**src/rtl/sys_defs.sv**
```systemverilog
// -----------------------------------------------------------------------------
// sys_defs
//   Shared definitions for the expmul KV scheduler slice:
//     MAX_SEQ            max keys per query row (from `MAX_SEQ_LENGTH, default 8)
//     CNT_W              width of seq_len / kv index, wide enough to hold MAX_SEQ
//     EXPMUL_DIFF_IN_QT  signed score / max format fed to expmul
//     M_NEG_INIT         most-negative EXPMUL_DIFF_IN_QT, seed of the running max
//     KV_SCHED_STATE_T   scheduler FSM states {IDLE, STREAM, FLUSH}
//     clamp_seq_len()    maps an out-of-range row length into 1..MAX_SEQ
// -----------------------------------------------------------------------------
`ifndef MAX_SEQ_LENGTH
`define MAX_SEQ_LENGTH 8
`endif

package sys_defs;

    localparam int MAX_SEQ = `MAX_SEQ_LENGTH;
    localparam int CNT_W   = $clog2(`MAX_SEQ_LENGTH) + 1;
    localparam int DIFF_W  = 16;

    typedef logic signed [DIFF_W-1:0] EXPMUL_DIFF_IN_QT;

    localparam EXPMUL_DIFF_IN_QT M_NEG_INIT =
        EXPMUL_DIFF_IN_QT'({1'b1, {(DIFF_W-1){1'b0}}});

    typedef enum logic [1:0] {
        IDLE   = 2'd0,
        STREAM = 2'd1,
        FLUSH  = 2'd2
    } KV_SCHED_STATE_T;

    // Zero becomes a single-key row; anything above MAX_SEQ is cut to MAX_SEQ.
    function automatic logic [CNT_W-1:0] clamp_seq_len(input logic [CNT_W-1:0] len);
        if (len == '0) begin
            return CNT_W'(1);
        end
        if (len > CNT_W'(MAX_SEQ)) begin
            return CNT_W'(MAX_SEQ);
        end
        return len;
    endfunction

endpackage

```
**src/rtl/kv_max_tracker.sv**
```systemverilog
// -----------------------------------------------------------------------------
// kv_max_tracker
//   Running-max register for one query row plus the signed compare that forms
//   the max including the current score.
// Ports:
//   clock     in   single clock, posedge
//   reset     in   synchronous, active-high; max returns to M_NEG_INIT
//   i_init    in   start of a new row; max returns to M_NEG_INIT
//   i_update  in   a beat was accepted; max advances to o_m_next
//   i_score   in   score of the beat being offered
//   o_m_run   out  max of all beats accepted so far in this row
//   o_m_next  out  max(o_m_run, i_score), signed
// -----------------------------------------------------------------------------
module kv_max_tracker
    import sys_defs::*;
(
    input  logic             clock,
    input  logic             reset,
    input  logic             i_init,
    input  logic             i_update,
    input  EXPMUL_DIFF_IN_QT i_score,
    output EXPMUL_DIFF_IN_QT o_m_run,
    output EXPMUL_DIFF_IN_QT o_m_next
);

    EXPMUL_DIFF_IN_QT r_m_run;

    // Strict greater-than: on a tie the stored max is kept, so m_out equals
    // m_prev_out and expmul's rescale factor is exp(0) = 1.
    assign o_m_next = (i_score > r_m_run) ? i_score : r_m_run;
    assign o_m_run  = r_m_run;

    // NOTE: state registers use non-blocking assignments so every flop samples
    // the pre-edge values of its neighbours, independent of block ordering.
    always_ff @(posedge clock) begin
        if (reset || i_init) begin
            r_m_run <= M_NEG_INIT;
        end else if (i_update) begin
            r_m_run <= o_m_next;
        end
    end

endmodule

```
**src/rtl/expmul_kv_sched.sv**
```systemverilog
// -----------------------------------------------------------------------------
// expmul_kv_sched
//   Sequences the KV score stream of one query row into the expmul datapath.
//   Latches the row length, tracks the running max m and previous max m_prev,
//   tags each beat first/last and registers it towards expmul (one output
//   register, one-cycle latency, full throughput). After the last beat it waits
//   for expmul's row result and then pulses row_done.
// Ports:
//   clock, reset          single clock; synchronous active-high reset
//   row_start, seq_len_in start a row (IDLE only); length clamped to 1..MAX_SEQ
//   vld_in, rdy_out, s_in upstream score beat handshake
//   vld_out, rdy_in       downstream (expmul) beat handshake
//   s_out, m_out,
//   m_prev_out            registered score, max including it, max before it
//   first_out, last_out   beat is key 0 / key seq_len-1
//   row_res_in            expmul row result accepted (honoured in FLUSH only)
//   busy, row_done        state != IDLE; one-cycle pulse at row completion
// Configuration:
//   EXPMUL_KV_SCHED_PERF_EN  adds saturating stall_cnt (vld_out && !rdy_in
//                            cycles) and beat_cnt (accepted beats), both
//                            cleared by reset only.
// -----------------------------------------------------------------------------
module expmul_kv_sched
    import sys_defs::*;
(
    input  logic             clock,
    input  logic             reset,
    input  logic             row_start,
    input  logic [CNT_W-1:0] seq_len_in,
    input  logic             vld_in,
    output logic             rdy_out,
    input  EXPMUL_DIFF_IN_QT s_in,
    output logic             vld_out,
    input  logic             rdy_in,
    output EXPMUL_DIFF_IN_QT s_out,
    output EXPMUL_DIFF_IN_QT m_out,
    output EXPMUL_DIFF_IN_QT m_prev_out,
    output logic             first_out,
    output logic             last_out,
    input  logic             row_res_in,
    output logic             busy,
    output logic             row_done
`ifdef EXPMUL_KV_SCHED_PERF_EN
    ,
    output logic [31:0]      stall_cnt,
    output logic [31:0]      beat_cnt
`endif
);

    KV_SCHED_STATE_T  r_state;
    logic [CNT_W-1:0] r_seq_len;
    logic [CNT_W-1:0] r_kv_idx;

    logic             r_vld_out;
    logic             r_first;
    logic             r_last;
    logic             r_row_done;
    EXPMUL_DIFF_IN_QT r_s;
    EXPMUL_DIFF_IN_QT r_m;
    EXPMUL_DIFF_IN_QT r_m_prev;

    logic             w_accept;
    logic             w_is_first;
    logic             w_is_last;
    logic             w_row_init;
    EXPMUL_DIFF_IN_QT w_m_run;
    EXPMUL_DIFF_IN_QT w_m_next;

    // Upstream may push whenever the output register is empty or being drained
    // this same cycle, which gives one beat per cycle under continuous flow.
    assign rdy_out    = (r_state == STREAM) && (!r_vld_out || rdy_in);
    assign w_accept   = vld_in && rdy_out;
    assign w_is_first = (r_kv_idx == '0);
    assign w_is_last  = (r_kv_idx == r_seq_len - CNT_W'(1));
    assign w_row_init = (r_state == IDLE) && row_start;

    kv_max_tracker u_max (
        .clock    (clock),
        .reset    (reset),
        .i_init   (w_row_init),
        .i_update (w_accept),
        .i_score  (s_in),
        .o_m_run  (w_m_run),
        .o_m_next (w_m_next)
    );

    // Row sequencing: length latch, key index and state.
    always_ff @(posedge clock) begin
        if (reset) begin
            r_state    <= IDLE;
            r_seq_len  <= CNT_W'(1);
            r_kv_idx   <= '0;
            r_row_done <= 1'b0;
        end else begin
            r_row_done <= 1'b0;
            case (r_state)
                IDLE: begin
                    if (row_start) begin
                        r_state   <= STREAM;
                        r_seq_len <= clamp_seq_len(seq_len_in);
                        r_kv_idx  <= '0;
                    end
                end
                STREAM: begin
                    if (w_accept) begin
                        if (w_is_last) begin
                            r_state  <= FLUSH;
                            r_kv_idx <= '0;
                        end else begin
                            r_kv_idx <= r_kv_idx + CNT_W'(1);
                        end
                    end
                end
                FLUSH: begin
                    if (row_res_in) begin
                        r_state    <= IDLE;
                        r_row_done <= 1'b1;
                    end
                end
                default: begin
                    r_state <= IDLE;
                end
            endcase
        end
    end

    // Output register: loads on accept, otherwise holds while stalled and
    // empties once expmul takes the beat. It keeps draining in FLUSH.
    always_ff @(posedge clock) begin
        if (reset) begin
            r_vld_out <= 1'b0;
            r_first   <= 1'b0;
            r_last    <= 1'b0;
            r_s       <= M_NEG_INIT;
            r_m       <= M_NEG_INIT;
            r_m_prev  <= M_NEG_INIT;
        end else if (w_accept) begin
            r_vld_out <= 1'b1;
            r_first   <= w_is_first;
            r_last    <= w_is_last;
            r_s       <= s_in;
            r_m       <= w_m_next;
            r_m_prev  <= w_m_run;
        end else if (r_vld_out && rdy_in) begin
            r_vld_out <= 1'b0;
        end
    end

    assign vld_out    = r_vld_out;
    assign first_out  = r_first;
    assign last_out   = r_last;
    assign s_out      = r_s;
    assign m_out      = r_m;
    assign m_prev_out = r_m_prev;
    assign busy       = (r_state != IDLE);
    assign row_done   = r_row_done;

`ifdef EXPMUL_KV_SCHED_PERF_EN
    logic [31:0] r_stall_cnt;
    logic [31:0] r_beat_cnt;

    // Both counters stick at all-ones instead of wrapping.
    always_ff @(posedge clock) begin
        if (reset) begin
            r_stall_cnt <= '0;
            r_beat_cnt  <= '0;
        end else begin
            if (r_vld_out && !rdy_in && (r_stall_cnt != '1)) begin
                r_stall_cnt <= r_stall_cnt + 32'd1;
            end
            if (w_accept && (r_beat_cnt != '1)) begin
                r_beat_cnt <= r_beat_cnt + 32'd1;
            end
        end
    end

    assign stall_cnt = r_stall_cnt;
    assign beat_cnt  = r_beat_cnt;
`endif

endmodule

```
**config.mk**
```make
export PLATFORM = sky130hd
export DESIGN_NAME = expmul_kv_sched
export DESIGN_NICKNAME = d
export VERILOG_FILES = /design/src/rtl/sys_defs.sv /design/src/rtl/kv_max_tracker.sv /design/src/rtl/expmul_kv_sched.sv
export SDC_FILE = /design/constraint.sdc
export NUM_CORES = 1
export LEC_CHECK = 0
export CORE_AREA = 2 2 90 92
export CTS_BUF_LIST = sky130_fd_sc_hd__clkbuf_4
export DETAILED_ROUTE_END_ITERATION = 8
export DIE_AREA = 0 0 92 94
export PLACE_DENSITY_LB_ADDON = 0.3
export SYNTH_ARGS = -nofsm -noshare
export SYNTH_HDL_FRONTEND = slang
export SYNTH_HIERARCHICAL = 1
export SYNTH_SLANG_ARGS = --single-unit
```
**constraint.sdc**
```tcl
create_clock -name clock -period 3.2 [get_ports clock]
set_input_delay 0.32 -clock clock [delete_from_list [all_inputs] [get_ports clock]]
set_output_delay 0.32 -clock clock [all_outputs]
set_load 0.005 [all_outputs]
```
==> out/qor.csv, run 1 <==
metric,value,unit
status,"finished, final reports clean",
grt_pass1_wl,15900,um
crit_buf_inv,2,
cts_buffers,9,
yosys_warnings,6,
synth-async-reset-ratio,0,
clockBufferDepth,2,
end_kind,flip-flop,
wl_met3,550,um
hold_ws,0.444,ns
cp_slowest_cell,nor4_1,
cp_num_cells,9,
drv_slew,0,
dp.cells,624,
coreArea,7610,um2
worstSetupEndpoint,u_max/o_m_run[5],
die_h,94,um
fin_cells,639,
cts_sinks,78,
route.detailed.drc,0,
maxCapViolCount,0,
skew,0.0137,ns
cpPeakStageDelay,0.85,ns
synthFlopType,dfxtp_1,
clockPowerShare,0.305,
p_leak,1.76,nW
rr_endpoint,u_max/o_m_run[5],
grt_start_max_net_pins,55,
intPower,1.51,mW
critPathArrivalTime,3.25,ns
vdd_drop_max,0.000216,V
diodes,0,
ys_ff_latch,78,
worstSetupStartpoint,u_max/o_m_run[15],
hp-class,in -> reg,
wire_per_inst,14.9,um
finalCriticalPeriod,2.91,ns
die_w,92,um
tightest_slew,1.02,ns
cts_tree,yes,
cts-hold-fix-buffers,0,
finalSetupViolations,0,
drive_gt1_frac,0.210,
fin_crit_sh,0.910,
setup_slack,0.288,ns
area_growth,26.7,%
clk_pin_slew,0.12,ns
layout.nets,578,
ys_seq_area_frac,0.397,
finalWirelength,9510,um
avgSynthCellArea,8.81,um2
synth_edf_count,0,
p_total,2.06,mW
power_frac_comb,0.191,
grt_setup_unrepaired,no,
ant_nets,0,
initial_core_util,0.517,
power.density,413,nW/um2
critPathLaunchType,flip-flop,
grt_overflow,0,
cts-htree-levels,3,
r2r_cells,9,
drt_pass1_iterations,4,
synthesis.nets,491,
port_buffers,79,
path_cells,"inv_1, ha_1, nand4_1, nor3_1, a211oi_1, nor4_1, buf_4, o21ai_0, a21boi_0",
fmax,343,MHz
place.gp.congestion,0.947,
highest_layer,met4,
synth_cells,446,
insertion_delay,0.41,ns
pin_count,80,
tns,0,ns
grtUsageTotal,0.231,
timing.rr.start,u_max/o_m_run[15],
fp.dieArea,8650,um2
path_class,reg -> reg,
critical_path.top_delay_family,simple AND/OR/NAND/NOR gates,
cts_resized,0,
timing.final.hold_violations,0,
root_buffer,clkbuf_4,
swShare,0.267,
postCtsSetupRepairBufs,0,
dp_worst_setup_slack,0.0265,ns
via_per_inst,5.31,
syn_area,3930,um2
synth_cell_types,50,
max_slew_margin,0.314,
fp-row-count,32,
wl_met1,4390,um
r2r_setup_slack,0.29,ns
min_from,reset,
hpwl,6760,um
grt_pass1_vias,3353,
wl_met2,4420,um
cp_max_fo,9,
first_iter_violations,95,
pwr-share-seq,0.504,
vias,3394,
switching_power,550,uW
required,3.54,ns
grt_antenna_before_repair,0,
==> metrics by stage <==
stage,utilization,area (um2)
detailed placement,0.636,4840
CTS,0.655,4980
global placement,0.636,4840
global route,0.655,4980
finish,0.655,4980
floorplan,-,3930
==> sequential cells by signal, summed over array words and instances, names as in the netlist <==
signal	count
first_out	1
last_out	1
m_out	16
m_prev_out	16
r_kv_idx	4
r_seq_len	4
r_state	2
row_done	1
s_out	16
u_max/o_m_run	16
vld_out	1
==> cells in the mapped netlist, types with 2 or more instances <==
| master | number | share of area |
|---|---|---|
| o21ai_0 | 19 | 0.024 |
| nand2_1 | 98 | 0.094 |
| nand2_2 | 11 | 0.018 |
| buf_2 | 7 | 0.0089 |
| a21oi_2 | 42 | 0.094 |
| mux2_4 | 10 | 0.038 |
| clkbuf_1 | 9 | 0.0086 |
| nand3_1 | 24 | 0.031 |
| a31oi_1 | 2 | 0.0032 |
| dfxtp_1 | 78 | 0.40 |
| a21boi_1 | 3 | 0.0057 |
| nand4_1 | 5 | 0.0080 |
| nor2_1 | 13 | 0.012 |
| nor3_1 | 4 | 0.0051 |
| nand3b_1 | 4 | 0.0076 |
| xnor2_1 | 3 | 0.0067 |
| a211oi_1 | 2 | 0.0038 |
| nor2b_1 | 3 | 0.0048 |
| mux2_2 | 6 | 0.017 |
| or4_1 | 2 | 0.0038 |
| nor3b_1 | 2 | 0.0038 |
| ha_1 | 19 | 0.060 |
| a21oi_1 | 17 | 0.022 |
| a21boi_0 | 12 | 0.023 |
| buf_6 | 5 | 0.014 |
| inv_1 | 22 | 0.021 |
==> cells in the final DEF, fill, tap and decap left out, drive strengths merged, types with 2 or more instances in the layout <==
cell type / count
nand2: 109
dfxtp: 78
clkdlybuf4s50: 78
a21oi: 60
nand3: 24
inv: 23
buf: 23
o21ai: 19
ha: 19
mux2: 16
a21boi: 15
nor2: 14
clkbuf: 9
nand4: 5
nor3: 4
nand3b: 4
clkinv: 4
nor2b: 3
xnor2: 3
or4: 3
or3b: 2
nor3b: 2
a31oi: 2
bufinv: 2
a211oi: 2
==> worst reg2reg max path: cells and delay by family (launching register included) <==
family	cells	cell delay (ns)
DFF	1	0.40
adders and majority gates	1	0.34
AOI/OAI and AO/OA	3	0.40
and+or+nand+nor	3	1.34
buffers and inverters	2	0.36
==> power groups by stage <==
stage / registers (mW) / clock network (mW) / logic (mW)
after floorplan: 1.06 / 0 / 0.246
after global placement: 1.06 / 0 / 0.383
after detailed placement: 1.06 / 0 / 0.391
after CTS: 1.04 / 0.646 / 0.393
after global routing: 1.04 / 0.681 / 0.431
final: 1.04 / 0.629 / 0.393
==> metal layers <==
layer / vias to the layer above / global-route usage
met3: 8 / 0.0425
li1: 1699 / -
met5: - / 0
met4: 0 / 0.101
met2: 102 / 0.381
met1: 1585 / 0.297
==> cell families after synthesis <==
family                     synth area share
DFF                                   0.397
xor gates and xnor gates             0.0150
muxes                                0.0554
and+or+nand+nor                       0.209
buffers and inverters                0.0678
AOI/OAI and AO/OA                     0.195
adders and majority gates            0.0605
==> how the worst min path moves through the flow <==
stage / depth (start not counted) / end / slack, ns
floorplan: 1 / r_seq_len[0] / 0.42
global placement: 2 / first_out / 0.44
detailed placement: 2 / m_prev_out[1] / 0.45
CTS: 2 / r_seq_len[2] / 0.43
global route: 2 / s_out[8] / 0.48
finish: 2 / r_seq_len[2] / 0.44
==> cell type report <==
class | count | area, um2
multi-input combinational | 320 | 2100
tap | 102 | 128
fill | 633 | 2630
clock buffer | 9 | 67.6
inverter | 23 | 93.8
timing repair buffer | 101 | 951
sequential | 78 | 1560
clock inverter | 6 | 77.6
Note: power is estimated with default switching activity, not from simulation.
==> run 2: changes to the inputs <==
--- a/config.mk
+++ b/config.mk
@@ -5,6 +5,7 @@
 export SDC_FILE = /design/constraint.sdc
 export NUM_CORES = 1
 export LEC_CHECK = 0
+export ABC_CLOCK_PERIOD_IN_PS = 3200
 export CORE_AREA = 2 2 90 92
 export CTS_BUF_LIST = sky130_fd_sc_hd__clkbuf_4
 export DETAILED_ROUTE_END_ITERATION = 8
==> results of run 2 <==
The final DEF is identical to that of run 1; final timing and power are the same.
==> RTL change 1, RTL diff (settings of run 2) <==
The macro `MAX_SEQ_LENGTH` goes from 8 to 16. Comments in the files are not updated.
--- a/src/rtl/sys_defs.sv
+++ b/src/rtl/sys_defs.sv
@@ -9,7 +9,7 @@
 //     clamp_seq_len()    maps an out-of-range row length into 1..MAX_SEQ
 // -----------------------------------------------------------------------------
 `ifndef MAX_SEQ_LENGTH
-`define MAX_SEQ_LENGTH 8
+`define MAX_SEQ_LENGTH 16
 `endif
 
 package sys_defs;
Ports: changed (resized seq_len_in); port bits go from 80 to 81. The function was not compared with the original's and may differ.
==> RTL change 1 against run 2 <==
Design area down 0.30%. Critical path depth up 2. Worst hold slack worse by 0.073 ns. Wire length up 5.4%. Power up 3.3%. Non-clock buffer count up 2. Setup slack better by 0.075 ns. Sequential cell count up 2. Count of clock-buffer cells in the layout unchanged. Synthesized area down 2.7%. Critical path type unchanged. Cell count up 2.5%.
==> RTL change 1: results <==
[cells_and_area]
area_share_clock_buf_inv_pct = 3.27
seq-cell-share_pct = 32.2
nFillCells = 677
drive_gt1_share_pct = 11.4
final_nets = 594
buffers = 103

[power]
p_leak_nw = 1.81
peakVddDrop_v = 0.000243

[logic_synthesis]
synth-xor-area-share_pct = 1.57
yosys.area_share.adder_pct = 6.21
muxShareOfSynthArea_pct = 5.69
synth.top_cells.by_area = dfxtp_1 (42%), nand2_1 (11%), a21oi_1 (7.7%), ha_1 (6.2%), mux2_4 (3.9%)
synth_cell_types = 53
synth_compound_area_share_pct = 17.4
synth_common_cells = nand2_1 (109), dfxtp_1 (80), a21oi_1 (59), inv_1 (23)

[routing]
dr.first_iter.drc_count = 196
wl_met3_um = 529
viasPerCell = 5.45
wl_met2_um = 4810
wl_per_cell_um = 15.3
firstDrtPassIters = 4
wl_met1_um = 4480

[place]
hpwl_um = 7200
port_buffers = 80
gp_congestion = 0.897

[worst_setup_path]
critPathArrivalTime_ns = 3.14
reg2reg_depth = 11
rrSetupSlack_ns = 0.36
worst_r2r_endpoint = m_out[12]$_SDFFE_PP0P_
crit_start = u_max/o_m_run[14]$_SDFFE_PP0P_
cp_slowest_cell = or4_4
max_stage_delay_ns = 0.59

[global_routing]
grt_first_pass_wirelength_um = 16300
met1_usage_pct = 31.7
grt_pass1_vias = 3388
grt.total_usage_pct = 24.0
use_met2_pct = 39.0
grt_util_met3_pct = 3.13
grt_start_max_net_pins = 58

[clock_network]
cts_sinks = 80
clock_latency_ns = 0.43

[worst_hold_path]
min_to = r_state[1]$_SDFFE_PP0P_

[timing]
skew_ns = 0.00759
hold_ws_ns = 0.371
worst_pin_slew_ns = 0.676

[status]
outcome = finished, final reports clean
[RTL change 1: cell count changes after synthesis, moves of 3 or more]
cell | run 2 | this run
a21oi_1 | 17 | 59
a21oi_2 | 42 | 0
nand2_1 | 98 | 109
nand2_2 | 11 | 0
clkbuf_1 | 9 | 14
nand3_1 | 24 | 19
buf_6 | 5 | 1
nand2b_1 | 0 | 3
[RTL change 1: logic make-up after synthesis]
group,after synthesis
buf+inv,49
mux,16
simple gates,180
fa+ha+maj,19
xor+xnor,6
flops,80
compound gates,110
[RTL change 1: stage by stage]
stage / cells / setup slack, ns / utilization (%) / area [µm²]
2_1_floorplan: 460 / 0.590 / - / 3830
3_3_place_gp: 639 / 0.0725 / 63.2 / 4800
3_5_place_dp: 639 / 0.0367 / 63.2 / 4800
4_1_cts: 655 / 0.391 / 65.3 / 4970
5_1_grt: 655 / 0.179 / 65.3 / 4970
6_report: 655 / 0.364 / 65.3 / 4970
[RTL change 1: worst max path at each step]
| stage | slack (ns) | endpoint |
|---|---|---|
| after global routing | 0.18 | u_max/o_m_run[1]$_SDFFE_PP0P_ |
| after floorplan | 0.59 | m_out[15]$_SDFFE_PP1P_ |
| after global placement | 0.07 | m_out[13]$_SDFFE_PP0P_ |
| final | 0.36 | m_out[12]$_SDFFE_PP0P_ |
| after detailed placement | 0.04 | m_out[13]$_SDFFE_PP0P_ |
| after CTS | 0.39 | m_out[12]$_SDFFE_PP0P_ |
[RTL change 1: where the power goes]
group	total [W]	switching [W]	internal (W)
combinational	0.000384	0.000191	0.000192
sequential	0.00106	0.0000297	0.00103
clock	0.000680	0.000361	0.000318
total	0.00213	0.000582	0.00154
==> RTL change 2, RTL diff (settings of run 2) <==
Without the edit above. Re-encode `KV_SCHED_STATE_T` (3 states) as one-hot, 3 bits wide.
--- a/src/rtl/sys_defs.sv
+++ b/src/rtl/sys_defs.sv
@@ -23,10 +23,10 @@
     localparam EXPMUL_DIFF_IN_QT M_NEG_INIT =
         EXPMUL_DIFF_IN_QT'({1'b1, {(DIFF_W-1){1'b0}}});
 
-    typedef enum logic [1:0] {
-        IDLE   = 2'd0,
-        STREAM = 2'd1,
-        FLUSH  = 2'd2
+    typedef enum logic [2:0] {
+        IDLE   = 3'b001,
+        STREAM = 3'b010,
+        FLUSH  = 3'b100
     } KV_SCHED_STATE_T;
 
     // Zero becomes a single-key row; anything above MAX_SEQ is cut to MAX_SEQ.
Behaviour: no difference found for any inputs over 10 cycles, from zero or initial values and one cycle with reset high; not proved beyond that.
==> RTL change 2 against run 2 <==
Wire length rose by 3.1%. Design area fell by 1.9%. Power fell by 12%. Count of clock-buffer cells in the layout did not move. Non-clock buffer count rose by 1. Sequential cell count rose by 1. Synthesized area fell by 3.9%. Setup slack improved by 0.078 ns. Critical path type unchanged.
==> RTL change 2: results <==
[cells_and_area]
num_antenna_cells = 0
nFillCells = 664
drive_gt1_share_pct = 12.4
final_nets = 587

[routing]
firstDrtPassIters = 4
wl_per_cell_um = 15.1
dr.first_iter.drc_count = 213
vias = 3516

[logic_synthesis]
syn_nets = 499
synth_ff_type = dfxtp_1
synth_common_cells = nand2_1 (109), dfxtp_1 (79), a21oi_1 (59), inv_1 (23)
ys_warn_count = 6
synth.top_cells.by_area = dfxtp_1 (42%), nand2_1 (11%), a21oi_1 (7.8%), ha_1 (6.3%), mux2_4 (4.0%)
synth-seq-area-share_pct = 41.9
synth_cell_types = 53
async_reset_ff_share_pct = 0

[clock_network]
cts_buffers = 9
htree_levels = 3
cts_buffer_depth = 2
clock_latency_ns = 0.43
cts_root_buf = clkbuf_4
cts_resized = 0
clkTransAtPathRegs_ns = 0.13
cts_setup_buffers = 0

[global_routing]
grt_start_max_net_pins = 53
grt.total_usage_pct = 23.6
grt_first_pass_wirelength_um = 16300
grt_antenna_before_repair = 0

[worst_setup_path]
critPathArrivalTime_ns = 3.12
path_max_fanout = 15
max_stage_delay_ns = 0.60
cp_slowest_cell = or4_4

[place]
place_ws_ns = 0.0196
port_buffers = 79
gp_congestion = 0.875
hpwl_um = 7080

[worst_hold_path]
min_path_type = input pin to flip-flop

[status]
outcome = finished, final reports clean

[timing]
skew_ns = 0.0131
worst_pin_slew_ns = 0.934

[power]
p_leak_nw = 1.77
peakVddDrop_v = 0.000180
[RTL change 2: changes by cell type after synthesis, moves of 3 or more]
cell	run 2	this run
nor2_1	13	9
a21oi_2	42	0
nand4_1	5	11
nand3_1	24	19
nand2_2	11	0
nand2_1	98	109
a21oi_1	17	59
clkbuf_1	9	14
buf_6	5	2
xor2_1	1	4
[RTL change 2: cells by family after synthesis]
| group | after synthesis | synth area share [%] |
|---|---|---|
| AOI/OAI and AO/OA | 107 | 16.6 |
| muxes | 16 | 5.76 |
| and+or+nand+nor | 178 | 22.5 |
| buffers and inverters | 49 | 5.63 |
| adders and majority gates | 19 | 6.29 |
| DFF | 79 | 41.9 |
| xor gates and xnor gates | 6 | 1.39 |
[RTL change 2: layout make-up]
| class | count | share of cell area (%) |
|---|---|---|
| repair buffers | 102 | 19.9 |
| flip-flops and latches | 79 | 32.4 |
| clock inverters | 7 | 1.31 |
| clock buffers | 9 | 1.38 |
| inverters | 24 | 1.84 |
| well taps | 102 | 2.61 |
| multi-input cells | 326 | 40.6 |
[RTL change 2: power breakdown]
| group | switching, W | internal [W] | total, W |
|---|---|---|---|
| clock network | 0.000348 | 0.000233 | 0.000581 |
| logic | 0.000110 | 0.000115 | 0.000226 |
| registers | 0.00000950 | 0.000994 | 0.00100 |
| total | 0.000468 | 0.00134 | 0.00181 |
[RTL change 2: metrics by stage]
step	cell area, µm²	std cells	util, %	hold WS [ns]	total power (W)
after floorplan	3780	454	-	0.444	0.00115
after global placement	4750	633	62.5	0.442	0.00124
after detailed placement	4750	633	62.5	0.447	0.00125
after CTS	4890	649	64.2	0.378	0.00183
after global routing	4890	649	64.2	0.386	0.00189
final	4890	649	64.2	0.366	0.00181
[RTL change 2: critical path, delay by kind of cell, from the launching register on]
kind | cells | cell delay, ns
muxes | 1 | 0.34
DFF | 1 | 0.41
buffers and inverters | 2 | 0.25
AOI/OAI and AO/OA | 2 | 0.26
and+or+nand+nor | 5 | 1.14
adders and majority gates | 1 | 0.30
[RTL change 2: layer usage]
metal  GRT usage (%)  up-vias  routed length (µm)
met4            7.59        0                 166
met3            5.46       15                 552
li1                -     1733                   -
met1            30.3     1644                4310
met5               0        -                   0
met2            39.5      124                4790
[RTL change 2: final timing paths]
kind                                                startpoint                           to  slack, ns  depth (start not counted)
worst max-delay path            u_max/o_m_run[15]$_SDFFE_PP1P_        m_out[0]$_SDFFE_PP0P_       0.37                         11
worst min-delay path                                     reset    r_seq_len[1]$_SDFFE_PP0P_       0.37                          2
worst max register to register  u_max/o_m_run[15]$_SDFFE_PP1P_        m_out[0]$_SDFFE_PP0P_       0.37                         11
worst min register to register     m_prev_out[10]$_SDFFE_PP0P_  m_prev_out[10]$_SDFFE_PP0P_       0.46                          2
